**src/rtl/regfile_banked.sv**
```systemverilog
`default_nettype none
// ============================================================================
// Module      : regfile_banked
// Description : Bank-switched index register file with FIN-style pair loader
//               and an in-place increment path carrying a registered wrap flag.
// Revision    : 1.0 - initial release
// ============================================================================
module regfile_banked #(
  parameter int DW      = 4,
  parameter int NREG    = 16,
  parameter int NBANKED = 8,
  parameter int NBANK   = 2,
  localparam int IW     = $clog2(NREG),
  localparam int BW     = (NBANK > 1) ? $clog2(NBANK) : 1
) (
  input  logic            CLK,
  input  logic            RES,
  input  logic [IW-1:0]   idx,
  output logic [DW-1:0]   rn,
  output logic [2*DW-1:0] rp,
  output logic            rn_zero,
  input  logic            wr_en,
  input  logic [DW-1:0]   wr_data,
  input  logic            pair_we,
  input  logic [2*DW-1:0] pair_data,
  input  logic            inc_en,
  output logic            inc_wrap,
  input  logic            bank_we,
  input  logic [BW-1:0]   bank_d,
  output logic [BW-1:0]   bank,
  input  logic            fin_start,
  input  logic            fin_abort,
  input  logic            data_valid,
  input  logic [DW-1:0]   data_i,
  output logic            fin_busy,
  output logic            fin_done
);

  localparam int NPHYS = NBANKED * NBANK + (NREG - NBANKED);
  localparam int PW    = (NPHYS > 1) ? $clog2(NPHYS) : 1;

  typedef enum logic [1:0] {
    S_IDLE = 2'd0,
    S_HI   = 2'd1,
    S_LO   = 2'd2
  } state_t;

  logic [DW-1:0] r_regs [NPHYS];
  logic [BW-1:0] r_bank;
  logic [BW-1:0] r_tbank;
  logic [IW-1:0] r_tgt;
  state_t        r_state;
  logic          r_busy;
  logic          r_done;
  logic          r_wrap;

  // Low logical registers are replicated per bank; the rest live after all banks.
  function automatic logic [PW-1:0] phys(input logic [IW-1:0] i, input logic [BW-1:0] b);
    int unsigned ii;
    int unsigned bb;
    ii = 32'(i);
    bb = 32'(b);
    if (ii < NBANKED)
      phys = PW'(bb * NBANKED + ii);
    else
      phys = PW'(NBANKED * NBANK + ii - NBANKED);
  endfunction

  logic [IW-1:0] w_idx_even;
  logic [IW-1:0] w_idx_odd;
  logic [IW-1:0] w_tgt_odd;
  logic [PW-1:0] w_rn_addr;
  logic [PW-1:0] w_even_addr;
  logic [PW-1:0] w_odd_addr;
  logic [DW-1:0] w_rn;

  assign w_idx_even  = idx & ~IW'(1);
  assign w_idx_odd   = idx | IW'(1);
  assign w_tgt_odd   = r_tgt | IW'(1);
  assign w_rn_addr   = phys(idx, r_bank);
  assign w_even_addr = phys(w_idx_even, r_bank);
  assign w_odd_addr  = phys(w_idx_odd, r_bank);
  assign w_rn        = r_regs[w_rn_addr];

  assign rn       = w_rn;
  assign rp       = {r_regs[w_even_addr], r_regs[w_odd_addr]};
  assign rn_zero  = (w_rn == '0);
  assign bank     = r_bank;
  assign fin_busy = r_busy;
  assign fin_done = r_done;
  assign inc_wrap = r_wrap;

  // A beat is offered whenever the loader waits and no abort overrides it.
  logic w_beat;
  logic w_beat_acc;
  logic w_inc_acc;

  assign w_beat     = data_valid && !fin_abort && (r_state != S_IDLE);
  assign w_beat_acc = w_beat && !pair_we;
  assign w_inc_acc  = inc_en && !pair_we && !w_beat;

  logic          w_we_a;
  logic          w_we_b;
  logic [PW-1:0] w_addr_a;
  logic [PW-1:0] w_addr_b;
  logic [DW-1:0] w_data_a;
  logic [DW-1:0] w_data_b;

  always_comb begin
    w_we_a   = 1'b0;
    w_we_b   = 1'b0;
    w_addr_a = w_rn_addr;
    w_addr_b = w_odd_addr;
    w_data_a = wr_data;
    w_data_b = pair_data[DW-1:0];
    if (pair_we) begin
      w_we_a   = 1'b1;
      w_we_b   = 1'b1;
      w_addr_a = w_even_addr;
      w_data_a = pair_data[2*DW-1:DW];
    end else if (w_beat) begin
      w_we_a   = 1'b1;
      w_addr_a = (r_state == S_HI) ? phys(r_tgt, r_tbank) : phys(w_tgt_odd, r_tbank);
      w_data_a = data_i;
    end else if (inc_en) begin
      w_we_a   = 1'b1;
      w_data_a = w_rn + DW'(1);
    end else if (wr_en) begin
      w_we_a   = 1'b1;
    end
  end

  always_ff @(posedge CLK or posedge RES) begin
    if (RES) begin
      for (int k = 0; k < NPHYS; k++)
        r_regs[k] <= '0;
    end else begin
      if (w_we_a)
        r_regs[w_addr_a] <= w_data_a;
      if (w_we_b)
        r_regs[w_addr_b] <= w_data_b;
    end
  end

  always_ff @(posedge CLK or posedge RES) begin
    if (RES) begin
      r_bank <= '0;
      r_wrap <= 1'b0;
    end else begin
      if (bank_we && (32'(bank_d) < NBANK))
        r_bank <= bank_d;
      if (w_inc_acc)
        r_wrap <= (w_rn == {DW{1'b1}});
    end
  end

  always_ff @(posedge CLK or posedge RES) begin
    if (RES) begin
      r_state <= S_IDLE;
      r_busy  <= 1'b0;
      r_done  <= 1'b0;
      r_tgt   <= '0;
      r_tbank <= '0;
    end else begin
      r_done <= 1'b0;
      case (r_state)
        S_IDLE: begin
          if (fin_start) begin
            r_tgt   <= w_idx_even;
            r_tbank <= r_bank;
            r_state <= S_HI;
            r_busy  <= 1'b1;
          end
        end
        S_HI: begin
          if (fin_abort) begin
            r_state <= S_IDLE;
            r_busy  <= 1'b0;
          end else if (w_beat_acc) begin
            r_state <= S_LO;
          end
        end
        S_LO: begin
          if (fin_abort) begin
            r_state <= S_IDLE;
            r_busy  <= 1'b0;
          end else if (w_beat_acc) begin
            r_state <= S_IDLE;
            r_busy  <= 1'b0;
            r_done  <= 1'b1;
          end
        end
        default: begin
          r_state <= S_IDLE;
          r_busy  <= 1'b0;
        end
      endcase
    end
  end

endmodule
`default_nettype wire

```
**config.mk**
```make
export PLATFORM = sky130hd
export DESIGN_NAME = regfile_banked
export DESIGN_NICKNAME = d
export VERILOG_FILES = /design/src/rtl/regfile_banked.sv
export SDC_FILE = /design/constraint.sdc
export NUM_CORES = 1
export LEC_CHECK = 0
export BUFFER_PORTS_ARGS = -buffer_cell sky130_fd_sc_hd__buf_2
export CORE_UTILIZATION = 35
export DETAILED_ROUTE_END_ITERATION = 16
export PLACE_DENSITY = 0.51
export SYNTH_ARGS = -nofsm -noshare
export SYNTH_HDL_FRONTEND = slang
export SYNTH_SLANG_ARGS = --single-unit
```
**constraint.sdc**
```tcl
create_clock -name CLK -period 3.81 [get_ports CLK]
set_input_delay 0.5715 -clock CLK [delete_from_list [all_inputs] [get_ports CLK]]
set_output_delay 0.5715 -clock CLK [all_outputs]
set_load 0.02 [all_outputs]
```
; ---- Word level (Yosys, flattened, before mapping)
; Cells that the tools add are included.
[totals]
reg_bits = 106
input_bits = 30
[op_classes]
addsub = 16
order_cmp = 11
n_eq_ne = 7
mux = 47
n_bitwise = 4
n_reduce_logical = 16
[ops]
columns = op, count
row1 = $bwmux W96, 2
row2 = $mux W96, 2
row3 = $bmux W4 S5, 3
row4 = $mux W4, 11
row5 = $demux W4 S5, 2
row6 = $mux W5, 8
row7 = $add A4 B4 Y5, 5
row8 = $add A5 B4 Y5 const A, 5
row9 = $sub A5 B4 Y5 const B, 5
row10 = $ge A6 B6 Y1 const B, 4
row11 = $not A5 Y6, 4
row12 = $lt A4 B4 Y1 const B, 5
row13 = $lt A6 B1 Y1 const B, 2
row14 = $mux W1, 12
row15 = $mux W2, 5
row16 = $logic_and A1 B1 Y1, 7
row17 = $ne A3 B3 Y1 const B, 2
row18 = $pmux W2 S3, 1
row19 = $reduce_and A3 Y1, 2
row20 = $add A4 B1 Y4 const B, 1
row21 = $eq A4 B4 Y1 const B, 1
row22 = $logic_not A4 Y1, 1
row23 = $ne A2 B2 Y1 const B, 2
row24 = $logic_not A1 Y1, 3
row25 = 6 further kinds, 6

; ---- Logic depth before layout (Yosys ltp)
; Gate-level depths: netlist of run 1.
[depth]
ltp_word = 15
ltp_mapped = 14

; ---- Worst setup path after synthesis of run 1
; Ideal clock, no wire load.
[synth_path]
path_kind = input-to-reg
from = input idx[0]
to = register r_regs[34] (netlist name)
setup_ns = 0.125
arrival_ns = 3.168
required_time_ns = 3.685
slack_ns = 0.517
cell_stages = 11
n_path_buf = 2
cell_sequence = buf_6 -> mux4_2 -> a221oi_1 -> and3_1 -> inv_1 -> ha_1 -> or3_4 -> a21oi_4 -> buf_6 -> o31ai_2 -> mux2_4
[synth_via]
elab_chain_len = 15
[synth_lines]
columns = item, line
row1 = "start, declared", 18  ; input logic [IW-1:0] idx,
row2 = $add A5 B4 Y5, 66  ; phys = PW'(NBANKED * NBANK + ii - NBANKED);
row3 = $sub A5 B4 Y5, 66
row4 = $mux W5 (*), 63  ; if (ii < NBANKED)
row5 = $not A5 Y6 (implied by the code) (*), 83  ; assign w_rn = r_regs[w_rn_addr];
row6 = $bmux W4 S5 (*), 83
row7 = $mux W4 (implied by the code) (*) (2 in a row), 83
row8 = via rn[0], 19  ; output logic [DW-1:0] rn,
row9 = $add A4 B1 Y4 (*), 127  ; w_data_a = w_rn + DW'(1);
row10 = $mux W4 (*), 125  ; end else if (inc_en) begin
row11 = $mux W4 (*), 121  ; end else if (w_beat) begin
row12 = $mux W4 (*), 116  ; if (pair_we) begin
row13 = $bwmux W96 (*), 139  ; r_regs[w_addr_a] <= w_data_a;
row14 = $mux W96 (*), 138  ; if (w_we_a)
row15 = $bwmux W96, 141  ; r_regs[w_addr_b] <= w_data_b;
row16 = $mux W96 (*), 140  ; if (w_we_b)
row17 = "end signal, assigned by index", 139
row18 = "end signal, assigned by index", 141
row19 = "end, declared", 48  ; logic [DW-1:0] r_regs [NPHYS];
; The timed path passes the listed nets; every way through them passes the cells marked *. The select of a mux whose other input is x is not followed.
; A chain may end at the register's enable or synchronous reset.

; ---- Final worst setup path of run 1
[layout_path]
from = input idx[0]
to = output rn_zero
[layout_via]
elab_chain_len = 8
[layout_lines]
columns = item, line
row1 = $add A5 B4 Y5, 66
row2 = $sub A5 B4 Y5, 66
row3 = $mux W5 (*), 63
row4 = $not A5 Y6 (implied by the code) (*), 83
row5 = $bmux W4 S5 (*), 83
row6 = $mux W4 (implied by the code) (*) (2 in a row), 83
row7 = $logic_not A4 Y1 (*), 87  ; assign rn_zero = (w_rn == '0);
row8 = "end, declared", 21  ; output logic rn_zero,
; Every way passes the cells marked *; elsewhere a longest branch is shown, timed or not. The select of a mux whose other input is x is not followed.

==> results of run 1 <==
-- placed cells by master (no fill, tap or decap), drive strengths merged, types with 14 or more instances in the layout --
cell / n
o21ai: 30
mux2i: 47
nor2: 55
inv: 21
o22ai: 14
buf: 77
a21oi: 51
nand2: 51
nand3: 17
dfrtp: 106
nor3: 15
mux4: 37
mux2: 47
-- worst paths after layout --
check | start | to | depth (start not counted)
setup / recovery | idx[0] | rn_zero | 9
hold / removal | RES | async pin | 2
setup reg to reg | bank | r_regs[34] | 10
hold reg to reg | inc_wrap | inc_wrap | 2
max in group asynchronous | RES | r_regs[89] | 3
min in group CLK | bank_d | bank | 2
-- cell families after synthesis --
| family | share of synthesized area |
|---|---|
| flip-flops | 0.3780 |
| adder cells (fa/ha/maj) | 0.003566 |
| AO/OA/AOI/OAI | 0.1437 |
| buffers and inverters | 0.05064 |
| AND/OR/NAND/NOR | 0.1521 |
| multiplexers | 0.2719 |
-- power breakdown --
part	total (mW)	switching (mW)	leakage, nW	internal [mW]
Combinational	1.65	0.800	1.87	0.851
Clock	1.03	0.448	0.149	0.578
Sequential	1.97	0.438	1.27	1.53
Total	4.64	1.69	3.29	2.96
-- critical path, stage by stage --
cell     delay (ps)
buf_2           270
buf_4           250
buf_4           200
mux4_2          570
a211o_1         360
a31oi_2         240
inv_1            90
nor3_1          170
buf_2           190
-- layout make-up --
| cell class | count | area [sq um] | area share |
|---|---|---|---|
| multi-input combinational | 485 | 4009 | 0.5096 |
| sequential | 106 | 2653 | 0.3372 |
| timing repair buffer | 77 | 478.0 | 0.06076 |
| tap | 265 | 331.6 | 0.04215 |
| clock buffer | 10 | 229.0 | 0.02911 |
| clock inverter | 6 | 88.84 | 0.01129 |
| inverter | 20 | 77.57 | 0.009862 |
-- per-layer routing --
metal | vias up | part of all wire | wire [um] | GRT usage
li1 | 2518 | - | - | -
met1 | 2892 | 0.45 | 10380 | 0.3396
met2 | 265 | 0.44 | 10130 | 0.3531
met3 | 32 | 0.083 | 1902 | 0.04032
met4 | 0 | 0.022 | 495 | 0.07279
met5 | - | 0 | 0 | 0
-- through the flow --
step	cell area (sq um)	utilization	setup WS (ps)
after global placement	7548	0.3866	174.9
after CTS	7866	0.4029	299.1
after global routing	7866	0.4029	181.5
after floorplan	7017	-	449.6
final	7866	0.4029	304.8
after detailed placement	7548	0.3866	67.65
==> summary.txt, run 1 <==
top-area cell type share of the netlist area - 0.3780
RSZ-0062 raised after global routing - false
post-DP HPWL - 17270 um
VDD IR-drop max - 234.4 uV
Final Power - 4.642 mW
Ys Warns - 0
Leak - 3.288 nW
Unique masters post-synth - 73
clock-pin slew on the worst setup and hold paths - 70 ps
total core area - 0.01953 sq mm
Crit. End Element - output port
Post-Layout Cell Count - 969
Critical Path Source Type - input port
dominant cell type by area after synthesis - dfrtp_1
number of hold buffers added after cts - 0
clk_skew - 8.740 ps
Avg Cell Area, Syn - 10.73 sq um
min Tclk post-route - 3505 ps
WS Path Type - input port to output port
max_cap viols - 0
remaining antenna violation count after routing - 0
CTS buffer count - 9
vias per cell - 5.890
Post-synth top cells - dfrtp_1, nor2_1, nand2_1, mux2i_1, mux2_2
# diodes - 0
initial core utilization - 0.3593
Detailed Route WL - 22910 um
Max Fclk - 285.3 MHz
Area contributors post-synth - dfrtp_1, mux4_2, mux2i_1, mux2_2, mux4_1
post-cts gate resize count - 0
Yosys reg bits - 106
Max Slew Vio Count - 0
global-route wire length before repair - 34670 um
prevailing post-synth register cell - dfrtp_1
DRC errors left - 0
Post-synth ARST share - 1.000
die height - 143.6 um
nets - 731
initial antenna violation count - 0
clock buffer depth - 2
WP data required - 3240 ps
Slew @ Worst Pin - 744.4 ps
placer's final routability congestion estimate - 0.9176
number of global-route vias before repair - 5405
std cell rows - 51
Post-synth EDFFs - 0
Pwr per Cell Area - 590.1 mW/mm^2
grt ovf - 0
via count - 5707
CP max FO - 9
Worst EP arrival - 2930 ps
outcome - finished, final reports clean
part of the Yosys area used for sequential elements - 0.3780
Net Count, Synth - 686
WHS - 306.3 ps
Area growth, synth to finish - 12.11%
number of DRC markers in iteration 0 - 610
Final Hold Vio Count - 0
Clock Sinks - 106
fin crit share - 0.9200
CTS tree - built
GRT Util Overall - 0.2340
Post-CTS Repair Setup Buffers - 0
Port Buffers - 46
clock insertion delay at the later pin of the skew report - 360 ps
setup tns final - 0 ps
final setup violation count - 0
largest net degree at the start of global routing - 55
Root Driver - clkbuf_16
Post-Syn Instances - 654
1st-pass router iterations - 5
Max-Slew Margin vs Limit - 0.5004
Die W - 143.6 um
Fillers - 1925
dpl cells - 953
area of the mapped netlist - 0.007017 sq mm
layout cells sized above 1 - 0.2912
reg-to-reg slack, setup - 560 ps
I/O Pins - 47
H-tree depth - 3
most common cell in the netlist - dfrtp_1
routed length per instance - 23.64 um
full die area - 0.02062 sq mm
HP Class - input port to async pin
No activity file was read; power rests on OpenSTA's default activity.
==> inputs of run 2 (changes only) <==
--- a/config.mk
+++ b/config.mk
@@ -6,9 +6,9 @@
 export NUM_CORES = 1
 export LEC_CHECK = 0
 export BUFFER_PORTS_ARGS = -buffer_cell sky130_fd_sc_hd__buf_2
-export CORE_UTILIZATION = 35
+export CORE_UTILIZATION = 40
 export DETAILED_ROUTE_END_ITERATION = 16
-export PLACE_DENSITY = 0.51
+export PLACE_DENSITY = 0.57
 export SYNTH_ARGS = -nofsm -noshare
 export SYNTH_HDL_FRONTEND = slang
 export SYNTH_SLANG_ARGS = --single-unit
==> run 2 against run 1 <==
Maximum frequency increased by 1.1%; global-route usage rose by 2.8 points; register-to-register slack worse by 30 ps; critical path depth unchanged; clock-buffer cell count is 1 higher; critical path type unchanged; largest power group unchanged; highest routed layer unchanged.
==> summary.txt, run 2 (synthesis gave the netlist of run 1 again) <==
1st-pass router iterations - 5 (unchanged)
WP data required - 3240 ps (about the same)
number of DRC markers in iteration 0 - 502 (-18%)
post-DP HPWL - 16680 um (-3.4%)
setup tns final - 0 ps (unchanged)
outcome - finished, final reports clean
most frequent cells in the layout - dfrtp_1, nor2_1, nand2_1
pre-CTS setup slack - 100.2 ps (+32.59 ps)
Leak - 3.245 nW (-1.3%)
Die W - 134.4 um (-6.4%)
P_int - 2.872 mW (-2.8%)
Area growth, synth to finish - 10.47%
routed length per instance - 24.61 um (+4.1%)
WS Path Type - input port to output port
most common cell after layout, fill and taps aside - dfrtp_1
Clock Sinks - 106 (unchanged)
delay-heaviest family, CP - buffers and inverters
I/O Pins - 47 (unchanged)
Net Switching - 1.661 mW (-1.5%)
Max Fclk - 288.4 MHz (+1.1%)
Max Slew Vio Count - 0 (unchanged)
initial core utilization - 0.4071 (+0.04774)
CP max FO - 25 (+16)
Critical Path Source Type - input port
RSZ-0062 raised after global routing - false
Crit path largest cell delay - 590 ps (+20 ps)
initial antenna violation count - 0 (unchanged)
clock insertion delay at the later pin of the skew report - 370 ps (about the same)
# diodes - 0 (unchanged)
number of hold buffers added after cts - 0 (unchanged)
dpl cell area - 0.007463 sq mm (-1.1%)
Clk network pwr share - 0.211 (-0.010)
remaining antenna violation count after routing - 0 (unchanged)
std cell rows - 48 (-5.9%)
H-tree depth - 3 (unchanged)
fin crit share - 0.9101 (-0.009875)
switch share - 0.3664 (+0.003242)
largest net degree at the start of global routing - 63 (+15%)
HP Class - input port to async pin
CTS tree - built
Fillers - 1641 (-15%)
clock buffer depth - 2 (unchanged)
total core area - 0.01724 sq mm (-12%)
clk_skew - 12.43 ps (+3.692 ps)
Crit. End Element - output port
GRT Util Overall - 0.2618 (+0.02775)
max_cap viols - 0 (unchanged)
VDD IR-drop max - 248.3 uV (+6.0%)
vias per cell - 6.198 (+5.2%)
clock-pin slew on the worst setup and hold paths - 70 ps (about the same)
die height - 134.4 um (-6.4%)
Detailed Route WL - 22670 um (-1.0%)
Critical-path top delay cell - mux4_1
post-cts gate resize count - 0 (unchanged)
min Tclk post-route - 3468 ps (-37.62 ps)
Root Driver - clkbuf_16
crit path cell chain - buf_2 > buf_12 > mux4_1 > nor2b_1 > a211o_1 > a31oi_2 > inv_1 > nor3_1 > buf_2
full die area - 0.01808 sq mm (-12%)
Final Util - 0.4497 (+0.04684)
Worst Slack Setup Final - 342.4 ps (+37.62 ps)
Pwr per Cell Area - 584.9 mW/mm^2 (-0.88%)
via count - 5708 (+0.018%)
final setup violation count - 0 (unchanged)
DRC errors left - 0 (unchanged)
WP buf/inv - 4 (-1)
Worst EP arrival - 2900 ps (-30 ps)
layout cells sized above 1 - 0.2816 (-0.009584)
Post-CTS Repair Setup Buffers - 0 (unchanged)
placer's final routability congestion estimate - 0.9171 (about the same)
Seq pwr share - 0.432 (+0.009)
global-route wire length before repair - 34340 um (-0.95%)
CTS buffer count - 9 (unchanged)
grt ovf - 0 (unchanged)
Comb pwr share - 0.358 (+0.002)
Max-Slew Margin vs Limit - 0.4547 (-0.04572)
crit-path most repeated cell - buf_2
number of global-route vias before repair - 5514 (+2.0%)
Final Cell Area - 0.007751 sq mm (-1.5%)
Final Hold Vio Count - 0 (unchanged)
Slew @ Worst Pin - 818.0 ps (+73.57 ps)
Port Buffers - 46 (unchanged)
nets - 723 (-1.1%)
[run 2: changes by cell type in the layout (fill, tap and decap cells not counted)]
cell	delta
clkinv_2	+1
buf_12	+2
bufinv_16	-1
buf_4	-10
inv_6	-1
clkbuf_1	+1
[run 2: layout make-up]
cell class | instances | area, sq um | area share
clock buffer | 11 | 232.7 | 0.03002
clock inverter | 5 | 55.05 | 0.007103
inverter | 20 | 77.57 | 0.01001
multi-input combinational | 485 | 4009 | 0.5172
sequential | 106 | 2653 | 0.3422
tap | 225 | 281.5 | 0.03632
timing repair buffer | 69 | 442.9 | 0.05714
[run 2: worst paths after layout]
path | start | endpoint | slack (ps) | cells after the start
max in group asynchronous | RES | fin_done | 2570 | 3
hold / removal | RES | async pin | 340 | 2
setup reg to reg | flip-flop | r_regs[34] | 530 | 10
hold reg to reg | inc_wrap | inc_wrap | 480 | 2
setup / recovery | idx[0] | rn_zero | 340 | 9
min in group CLK | bank_d | bank | 430 | 2
[run 2: metal layers]
layer / GRT usage / up-vias / wire, um
met5: 0 / - / 0
met4: 0.08677 / 0 / 520
met3: 0.05820 / 45 / 1951
met2: 0.3967 / 302 / 10210
met1: 0.3702 / 2864 / 9990
li1: - / 2497 / -
[run 2: through the flow]
stage	hold WS, ps	cells	power [mW]
floorplan	464.2	654	3.017
global placement	461.0	905	3.511
detailed placement	472.7	905	3.558
CTS	390.9	921	4.516
global route	424.9	921	4.747
finish	339.8	921	4.534
[run 2: power groups by stage]
stage	Sequential, mW	Combinational [mW]	Clock [mW]
after global placement	1.94	1.57	0
after CTS	1.93	1.62	0.968
after detailed placement	1.95	1.61	0
after floorplan	1.75	1.27	0
after global routing	1.99	1.75	1.01
final	1.96	1.62	0.955
